[src/rtl/bus_arbiter_pkg.sv]
// Shared bus definitions: grant codes, slave codes, arbiter state encoding
// and the grant-code decode used by the arbiter output register.
package bus_arbiter_pkg;

  // Bus mux grant codes
  localparam logic [1:0] GNT_NONE = 2'd0;
  localparam logic [1:0] GNT_M1   = 2'd1;
  localparam logic [1:0] GNT_M2   = 2'd2;

  // Bus mux slave codes
  localparam logic [1:0] SEL_NONE = 2'd0;
  localparam logic [1:0] SEL_S1   = 2'd1;
  localparam logic [1:0] SEL_S2   = 2'd2;
  localparam logic [1:0] SEL_S3   = 2'd3;

  // Hold counter width; covers the full legal TIMEOUT range (2..255)
  localparam int HOLD_W = 8;

  // Arbiter states; TURN is the one-cycle bus turnaround
  typedef enum logic [1:0] {
    ST_IDLE   = 2'd0,
    ST_GNT_M1 = 2'd1,
    ST_GNT_M2 = 2'd2,
    ST_TURN   = 2'd3
  } arb_state_e;

  // Master that most recently received the bus
  typedef enum logic {
    LAST_M1 = 1'b0,
    LAST_M2 = 1'b1
  } master_e;

  // Grant code presented to the bus mux for a given state (never 3)
  function automatic logic [1:0] grant_code(input arb_state_e s);
    logic [1:0] code;
    code = GNT_NONE;
    case (s)
      ST_GNT_M1: code = GNT_M1;
      ST_GNT_M2: code = GNT_M2;
      default:   code = GNT_NONE;
    endcase
    return code;
  endfunction

endpackage

[src/rtl/arb_hold_timer.sv]
// Grant hold counter: counts cycles while the current owner keeps the bus,
// clears otherwise, and saturates at TIMEOUT-1 where it raises terminal.
module arb_hold_timer
  import bus_arbiter_pkg::*;
#(
  parameter int TIMEOUT = 64
) (
  input  logic clk,
  input  logic rst,
  input  logic hold,
  output logic terminal
);

  localparam logic [HOLD_W-1:0] TERM = HOLD_W'(TIMEOUT - 1);

  logic [HOLD_W-1:0] count;

  // Count grant cycles; restart whenever the owner is not being held over
  always_ff @(posedge clk or negedge rst) begin
    if (!rst) begin
      count <= '0;
    end else if (!hold) begin
      count <= '0;
    end else if (count != TERM) begin
      count <= count + 1'b1;
    end
  end

  assign terminal = (count == TERM);

endmodule

[src/rtl/bus_arbiter.sv]
// Two-master bus arbiter with alternating tie-break, slave-select latching,
// a one-cycle turnaround between owners and a forced release after TIMEOUT
// grant cycles when the other master is waiting. All outputs are registered.
module bus_arbiter
  import bus_arbiter_pkg::*;
#(
  parameter int TIMEOUT = 64
) (
  input  logic       clk,
  input  logic       rst,
  input  logic       m1_breq,
  input  logic [1:0] m1_slave_sel,
  input  logic       m2_breq,
  input  logic [1:0] m2_slave_sel,
  output logic [1:0] bus_grant,
  output logic [1:0] slave_sel,
  output logic       m1_bgrant,
  output logic       m2_bgrant,
  output logic       arb_timeout
);

  arb_state_e state;
  arb_state_e next_state;
  master_e    last_grant;
  logic       m1_elig;
  logic       m2_elig;
  logic       force_rel;
  logic       hold;
  logic       hold_term;

  // A request without a target slave is not a request
  assign m1_elig = m1_breq && (m1_slave_sel != SEL_NONE);
  assign m2_elig = m2_breq && (m2_slave_sel != SEL_NONE);

  // Counter keeps running only while the current owner stays granted
  assign hold = ((state == ST_GNT_M1) || (state == ST_GNT_M2)) &&
                (next_state == state);

  arb_hold_timer #(
    .TIMEOUT (TIMEOUT)
  ) u_hold_timer (
    .clk      (clk),
    .rst      (rst),
    .hold     (hold),
    .terminal (hold_term)
  );

  // Next-state selection; a voluntary release takes priority over a forced one
  always_comb begin
    next_state = state;
    force_rel  = 1'b0;
    case (state)
      ST_IDLE: begin
        if (m1_elig && m2_elig) begin
          next_state = (last_grant == LAST_M2) ? ST_GNT_M1 : ST_GNT_M2;
        end else if (m1_elig) begin
          next_state = ST_GNT_M1;
        end else if (m2_elig) begin
          next_state = ST_GNT_M2;
        end
      end
      ST_GNT_M1: begin
        if (!m1_breq) begin
          next_state = ST_TURN;
        end else if (hold_term && m2_elig) begin
          next_state = ST_TURN;
          force_rel  = 1'b1;
        end
      end
      ST_GNT_M2: begin
        if (!m2_breq) begin
          next_state = ST_TURN;
        end else if (hold_term && m1_elig) begin
          next_state = ST_TURN;
          force_rel  = 1'b1;
        end
      end
      ST_TURN: next_state = ST_IDLE;
      default: next_state = ST_IDLE;
    endcase
  end

  // State register and fairness memory; last_grant moves on grant entry
  always_ff @(posedge clk or negedge rst) begin
    if (!rst) begin
      state      <= ST_IDLE;
      last_grant <= LAST_M2;
    end else begin
      state <= next_state;
      if ((next_state == ST_GNT_M1) && (state != ST_GNT_M1)) begin
        last_grant <= LAST_M1;
      end else if ((next_state == ST_GNT_M2) && (state != ST_GNT_M2)) begin
        last_grant <= LAST_M2;
      end
    end
  end

  // Registered mux controls; slave_sel is captured once at grant entry
  always_ff @(posedge clk or negedge rst) begin
    if (!rst) begin
      bus_grant   <= GNT_NONE;
      slave_sel   <= SEL_NONE;
      m1_bgrant   <= 1'b0;
      m2_bgrant   <= 1'b0;
      arb_timeout <= 1'b0;
    end else begin
      bus_grant   <= grant_code(next_state);
      m1_bgrant   <= (next_state == ST_GNT_M1);
      m2_bgrant   <= (next_state == ST_GNT_M2);
      arb_timeout <= force_rel;
      case (next_state)
        ST_GNT_M1: slave_sel <= (state == ST_GNT_M1) ? slave_sel : m1_slave_sel;
        ST_GNT_M2: slave_sel <= (state == ST_GNT_M2) ? slave_sel : m2_slave_sel;
        default:   slave_sel <= SEL_NONE;
      endcase
    end
  end

endmodule
[config.mk]
export PLATFORM = sky130hd
export DESIGN_NAME = bus_arbiter
export DESIGN_NICKNAME = d
export VERILOG_FILES = /design/src/rtl/bus_arbiter_pkg.sv /design/src/rtl/arb_hold_timer.sv /design/src/rtl/bus_arbiter.sv
export SDC_FILE = /design/constraint.sdc
export NUM_CORES = 1
export LEC_CHECK = 0
export ABC_AREA = 1
export BUFFER_PORTS_ARGS = -buffer_cell sky130_fd_sc_hd__buf_2
export CAP_MARGIN = 20
export CORE_ASPECT_RATIO = 1.4
export CORE_MARGIN = 3
export CORE_UTILIZATION = 49
export CTS_CLUSTER_SIZE = 8
export DETAILED_ROUTE_END_ITERATION = 8
export PLACE_DENSITY_LB_ADDON = 0.08
export SLEW_MARGIN = 20
export SYNTH_ARGS = -nofsm -noshare
export SYNTH_HDL_FRONTEND = slang
export SYNTH_SLANG_ARGS = --single-unit
[constraint.sdc]
create_clock -name clk -period 2.8 [get_ports clk]
set_clock_uncertainty 0.15 [all_clocks]
set_input_delay 0.28 -clock clk [delete_from_list [all_inputs] [get_ports clk]]
set_output_delay 0.28 -clock clk [all_outputs]
set_load 0.05 [all_outputs]
# After elaboration in Yosys (flattened, before gate mapping)
# Cells that the tools add are included.
# totals
regBits	18
in_bits	8
out_inout_bits	7
word_cells	58
# op_classes
add_sub_neg	1
eq_ne	13
muxes	22
reduce_logical	14
# ops
operator	n
2-bit two-way mux	10
8-bit two-way mux	2
8-bit by 1-bit adder with 8-bit output, second input constant	1
8-bit by 6-bit == test with 1-bit output, second input constant	1
1-bit logical AND	8
2-bit != test, second input constant	4
8-bit by 6-bit != test with 1-bit output, second input constant	1
2-bit case mux with 2 select lines	2
2-bit case mux with 4 select lines	1
2-bit == test, second input constant	3
1-bit two-way mux	6
2-bit nonzero test	3
2-bit by 1-bit == test with 1-bit output, second input constant	2
2-bit == test	1
2-bit zero test	1
2-bit by 1-bit != test with 1-bit output, second input constant	1
1-bit case mux with 2 select lines	1
2-bit AND reduction	1
1-bit logical OR	1

# Logic depth before layout (Yosys ltp)
# depth
word_depth	10
mapped_depth	14
depth_no_buf	14

# Hierarchy
# From an unflattened synthesis, not the netlist that was laid out.
# hier_totals
cells_unflattened	158
area_unflattened_um2	1173.6
# modules_own_cells
mod	instances	cells_per_inst	area_each_um2	seq_area_each_um2
bus_arbiter	1	95	698.2	251.5
arb_hold_timer	1	63	475.5	200.2

# Worst setup path after synthesis
# No wires, ideal clock.
# synth_timing
path_type	register to register
start	register u_hold_timer.count[0]
end	register slave_sel[0]
setup_time_ns	0.121
arrival_ns	1.900
t_required_ns	2.529
setup_slack_ns	0.629
stages_incl_launch_ff	13
n_path_buf	0
synth_period_minus_slack_ns	2.171
path_cell_list	dfrtp_1 ha_1 nand3_1 inv_1 nand3_2 nand2_1 nand2_1 nand2_2 nand2_4 inv_1 ha_1 a22o_1 a22o_1
# synth_via
elab_chain_cells	8
word_cells_on_any_way	14
cone_classes	eq/ne (5); mux (6); reduce/logical (3)
# synth_rtl
item	line_no	source
start, declared	arb_hold_timer.sv:16	logic [HOLD_W-1:0] count;
start signal, assigned	arb_hold_timer.sv:25	count <= count + 1'b1;
8-bit by 6-bit == test with 1-bit output *	arb_hold_timer.sv:29	assign terminal = (count == TERM);
1-bit logical AND (on tied branches)	bus_arbiter.sv:73, bus_arbiter.sv:65	
2-bit two-way mux (on tied branches)	bus_arbiter.sv:73, bus_arbiter.sv:65	
2-bit two-way mux (on tied branches)	bus_arbiter.sv:71, bus_arbiter.sv:63	
2-bit case mux with 4 select lines *	bus_arbiter.sv:52	case (state)
net next_state[0]	bus_arbiter.sv:23	arb_state_e next_state;
2-bit == test or 2-bit by 1-bit == test with 1-bit output (tied branches)	bus_arbiter.sv:111	case (next_state)
2-bit != test (no line)	n/a	
2-bit AND reduction (no line)	n/a	
end signal, assigned	bus_arbiter.sv:112	ST_GNT_M1: slave_sel <= (state == ST_GNT_M1) ? slave_sel : m1_slave_sel;
end signal, assigned	bus_arbiter.sv:113	ST_GNT_M2: slave_sel <= (state == ST_GNT_M2) ? slave_sel : m2_slave_sel;
end, declared	bus_arbiter.sv:16	output logic [1:0] slave_sel,
# The timed path passes the listed nets; every way through them passes the cells marked *.
# A chain may end at the register's enable or synchronous reset.

# Worst setup path after layout
# Ends and elaborated chain as after synthesis.

==> summary.log <==
qor: detailed_routing.total_via_count_in_the_routed_design 868
qor: synthesis.avgSynthCellArea 8.75 um2
qor: timing.slew-limit-headroom 74.0%
qor: timing.unrepaired_setup_endpoints_after_global_routing false
qor: floorplanning.rows 19
qor: detailed_routing.drt_pre_antenna_iters 4
qor: global_routing.first_global_vias 867
qor: detailed_routing.route.detailed.wl_per_inst 13.6 um
qor: synthesis.synth_top_area_share 37.5%
qor: cells_and_area.areaGrowthSynthToFinish 11.8%
qor: detailed_routing.remaining_drc_errors 0
qor: clocking.clk_path_buf_depth 2
qor: synthesis.synth_fp_nets 137
qor: timing.setup_viol 0
qor: synthesis.synth.lib_cells_used.distinct 27
qor: cells_and_area.antennaDiodeCount 0
qor: power.leakage 0.000594 uW
qor: power.powerDensity 1120 nW/um2
qor: synthesis.yosysWarnings 0
qor: setup_path.crit_family simple AND/OR/NAND/NOR gates
qor: synthesis.synth.yosys.seq_area_share 40.0%
qor: floorplanning.initial_cell_density_of_the_core 52.8%
qor: global_routing.grt_util_all_layers 18.7%
qor: timing.hold_slack 0.140 ns
qor: setup_path.cp.arrival 2.48 ns
qor: timing.measured_slew_at_the_worst_slew_check_pin 0.390 ns
qor: timing.max_transition_viols_final 0
qor: floorplanning.fp.dieArea 2780 um2
qor: setup_path.critPathCaptureType flop
qor: clocking.postCtsSetupBuffers 0
qor: setup_path.path_buf_inv 2
qor: detailed_routing.route.detailed.vias_per_inst 5.39
qor: synthesis.post-synth-top-area-cell sky130_fd_sc_hd__dfrtp_1
qor: setup_path.series_of_cell_instances_along_the_critical_path ha_1 > nand3_1 > inv_1 > nand3_2 > nand2_1 > nand2_1 > nand2_2 > nand2_4 > inv_1 > ha_1 > a22o_1 > nor2_1 > a22o_1
qor: timing.finalSetupTns 0 ns
qor: setup_path.crit_path_start_kind flop
qor: floorplanning.die_height 61.2 um
qor: placement.detailed_place.area 1160 um2
qor: global_routing.global_route.overflow_total 0
qor: setup_path.worst-setup-path-type reg -> reg
qor: timing.finalHoldViolCount 0
qor: floorplanning.design.core.area 2020 um2
qor: cells_and_area.drive_above_1_share 30.0%
qor: clocking.tritoncts.num_buffers 3
qor: setup_path.critPathSlowestCell sky130_fd_sc_hd__dfrtp_1
qor: cells_and_area.final_nets 156
qor: setup_path.critical_path_peak_fanout 5
qor: clocking.clkSlewWorstSetupHoldPaths 0.11 ns
qor: cells_and_area.n_fill_cell 189
qor: clocking.tritoncts done
qor: global_routing.antenna_violations_before_repair 0
qor: clocking.numClockSinks 17
qor: flow_run.drv_cap 0
qor: power.power.ir.vdd_worst 618 uV
qor: clocking.clock_latency 0.29 ns
qor: detailed_routing.routed_wire_length 2180 um
qor: synthesis.synth-seq-cells 17
qor: setup_path.required 2.89 ns
qor: detailed_routing.dr.first_iter.drc_count 21
qor: global_routing.maximum_number_of_pins_on_one_net_before_global_route_repair 18
qor: timing.achievable-frequency 0.418 GHz
qor: status.status completed
qor: detailed_routing.ant_nets 0
qor: synthesis.syn-cell-area 1070 um2
qor: placement.detailedPlacementHpwl 1680 um
qor: synthesis.synth_cells 122
qor: cells_and_area.postLayoutCoreUtil 59.1%
qor: cells_and_area.design_area 1190 um2
qor: floorplanning.design.portCount 15
qor: placement.gp_congestion 0.877
qor: global_routing.grt_pass1_wl 3760 um
qor: clocking.clock_tree.htree_level_count 1
qor: timing.post-route-min-period 2.39 ns
qor: clocking.clock_tree.root_cell sky130_fd_sc_hd__clkbuf_4
qor: min_path.hold_path.class in -> reg
qor: floorplanning.die_width 45.4 um
qor: timing.min_period_over_period 85.3%
qor: setup_path.crit_path_max_incr_delay 0.42 ns
qor: placement.number_of_port_buffers 14
qor: synthesis.synth_area_leaders sky130_fd_sc_hd__dfrtp_1 38%, sky130_fd_sc_hd__ha_1 8.2%, sky130_fd_sc_hd__nor3_2 7.5%
[logic make-up after synthesis]
kind of cell               after synthesis  synth area share [%]
AOI/OAI and AO/OA                       14                  8.44
xor gates and xnor gates                 2                  1.64
adders and majority gates                7                  8.21
buffers and inverters                   18                  6.68
DFF                                     17                  40.0
muxes                                    1                  1.06
and+or+nand+nor                         63                  34.0
[path summary, 6_finish.rpt]
kind / from / to / slack [ns] / cells past startpoint
worst min-delay path: m1_slave_sel[1] / slave_sel[1]$_DFFE_PN0P_ / 0.14 / 5
worst max register to register: u_hold_timer.count[0]$_DFFE_PN0P_ / slave_sel[0]$_DFFE_PN0P_ / 0.41 / 13
max in group asynchronous: rst / last_grant$_DFFE_PN1P_ / 1.91 / 2
worst max-delay path: u_hold_timer.count[0]$_DFFE_PN0P_ / slave_sel[0]$_DFFE_PN0P_ / 0.41 / 13
worst min register to register: slave_sel[1]$_DFFE_PN0P_ / slave_sel[1]$_DFFE_PN0P_ / 0.35 / 2
min in group asynchronous: rst / m1_bgrant$_DFF_PN0_ / 0.28 / 2
[cell usage after synthesis]
library cell and instances:
sky130_fd_sc_hd__nor3_1 3, sky130_fd_sc_hd__xnor2_1 1, sky130_fd_sc_hd__o21ai_1 1, sky130_fd_sc_hd__nor2_1 11, sky130_fd_sc_hd__dfrtp_1 16, sky130_fd_sc_hd__inv_2 1, sky130_fd_sc_hd__dfstp_2 1, sky130_fd_sc_hd__o211ai_1 1
sky130_fd_sc_hd__nand4_1 1, sky130_fd_sc_hd__xor2_1 1, sky130_fd_sc_hd__ha_1 7, sky130_fd_sc_hd__nor2_4 1, sky130_fd_sc_hd__buf_4 1, sky130_fd_sc_hd__nand2_2 5, sky130_fd_sc_hd__nand2_1 19, sky130_fd_sc_hd__nand3_2 1
sky130_fd_sc_hd__inv_1 16, sky130_fd_sc_hd__a22o_1 3, sky130_fd_sc_hd__mux2_2 1, sky130_fd_sc_hd__a21oi_1 3, sky130_fd_sc_hd__nor3_2 8, sky130_fd_sc_hd__nand3_1 9, sky130_fd_sc_hd__a31o_2 1, sky130_fd_sc_hd__o21a_1 1
sky130_fd_sc_hd__o21ai_0 4, sky130_fd_sc_hd__nor2_2 1, sky130_fd_sc_hd__nand2_4 4
[placed cells by master, fill, tap and decap left out]
| master | netlist | final |
|---|---|---|
| sky130_fd_sc_hd__a21oi_1 | 3 | 3 |
| sky130_fd_sc_hd__a22o_1 | 3 | 3 |
| sky130_fd_sc_hd__a31o_2 | 1 | 1 |
| sky130_fd_sc_hd__buf_2 | 0 | 14 |
| sky130_fd_sc_hd__clkbuf_4 | 0 | 3 |
| sky130_fd_sc_hd__clkinv_2 | 0 | 1 |
| sky130_fd_sc_hd__dfrtp_1 | 16 | 16 |
| sky130_fd_sc_hd__dfstp_2 | 1 | 1 |
| sky130_fd_sc_hd__dlygate4sd3_1 | 0 | 1 |
| sky130_fd_sc_hd__ha_1 | 7 | 7 |
| sky130_fd_sc_hd__inv_1 | 16 | 16 |
| sky130_fd_sc_hd__inv_2 | 1 | 1 |
| sky130_fd_sc_hd__mux2_2 | 1 | 1 |
| sky130_fd_sc_hd__nand2_1 | 19 | 19 |
| sky130_fd_sc_hd__nand2_2 | 5 | 5 |
| sky130_fd_sc_hd__nand2_4 | 4 | 4 |
| sky130_fd_sc_hd__nand3_1 | 9 | 9 |
| sky130_fd_sc_hd__nand3_2 | 1 | 1 |
| sky130_fd_sc_hd__nand4_1 | 1 | 1 |
| sky130_fd_sc_hd__nor2_1 | 11 | 11 |
| sky130_fd_sc_hd__nor2_2 | 1 | 1 |
| sky130_fd_sc_hd__nor2_4 | 1 | 1 |
| sky130_fd_sc_hd__nor3_1 | 3 | 3 |
| sky130_fd_sc_hd__nor3_2 | 8 | 8 |
| sky130_fd_sc_hd__o211ai_1 | 1 | 1 |
| sky130_fd_sc_hd__o21a_1 | 1 | 1 |
| sky130_fd_sc_hd__o21ai_0 | 4 | 4 |
| sky130_fd_sc_hd__o21ai_1 | 1 | 1 |
| sky130_fd_sc_hd__xnor2_1 | 1 | 1 |
| sky130_fd_sc_hd__xor2_1 | 1 | 1 |
[flip-flops by register name, summed over array words and instances (netlist names)]
register and cells:
state 2, bus_grant 2, last_grant 1, slave_sel 2, u_hold_timer.count 8, arb_timeout 1
m1_bgrant 1
[layout make-up]
class | count | area (um2) | area share [%]
clock buffer | 3 | 22.5 | 1.89
clock inverter | 1 | 5.00 | 0.419
inverter | 17 | 63.8 | 5.35
multi-input combinational | 87 | 569 | 47.7
sequential | 17 | 427 | 35.7
tap | 21 | 26.3 | 2.20
timing repair buffer | 15 | 80.1 | 6.71
[per-stage QoR]
| stage | setup WS, ns | total power, uW | std cells |
|---|---|---|---|
| CTS | 0.419 | 1330 | 161 |
| global route | 0.252 | 1450 | 161 |
| floorplan | 0.629 | 1030 | 122 |
| finish | 0.410 | 1330 | 161 |
| detailed placement | 0.425 | 1200 | 156 |
| global placement | 0.460 | 1190 | 156 |
[worst reg2reg max path, delay by kind of cell (launching register included)]
family	cells	cell delay, ns
flops	1	0.42
buf+inv	2	0.21
fa+ha+maj	2	0.49
simple gates	7	0.66
compound gates	2	0.43
[layer usage]
metal	vias up	global-route usage, %	share of wire [%]
li1	432	-	-
met1	411	20.8	41
met2	21	33.1	54
met3	4	3.22	3.7
met4	0	9.62	1.6
met5	-	0	0
[power by group]
part / internal, uW / switching [uW]
clock: 53.1 / 80.5
sequential: 309 / 40.4
combinational: 249 / 601
total: 611 / 722
[what timing repair did]
action	CTS	global route
hold buffers	1	0
endpoints found under the hold margin	16	0
gates resized for setup	0	0
Power figures use the tool's default switching activity.
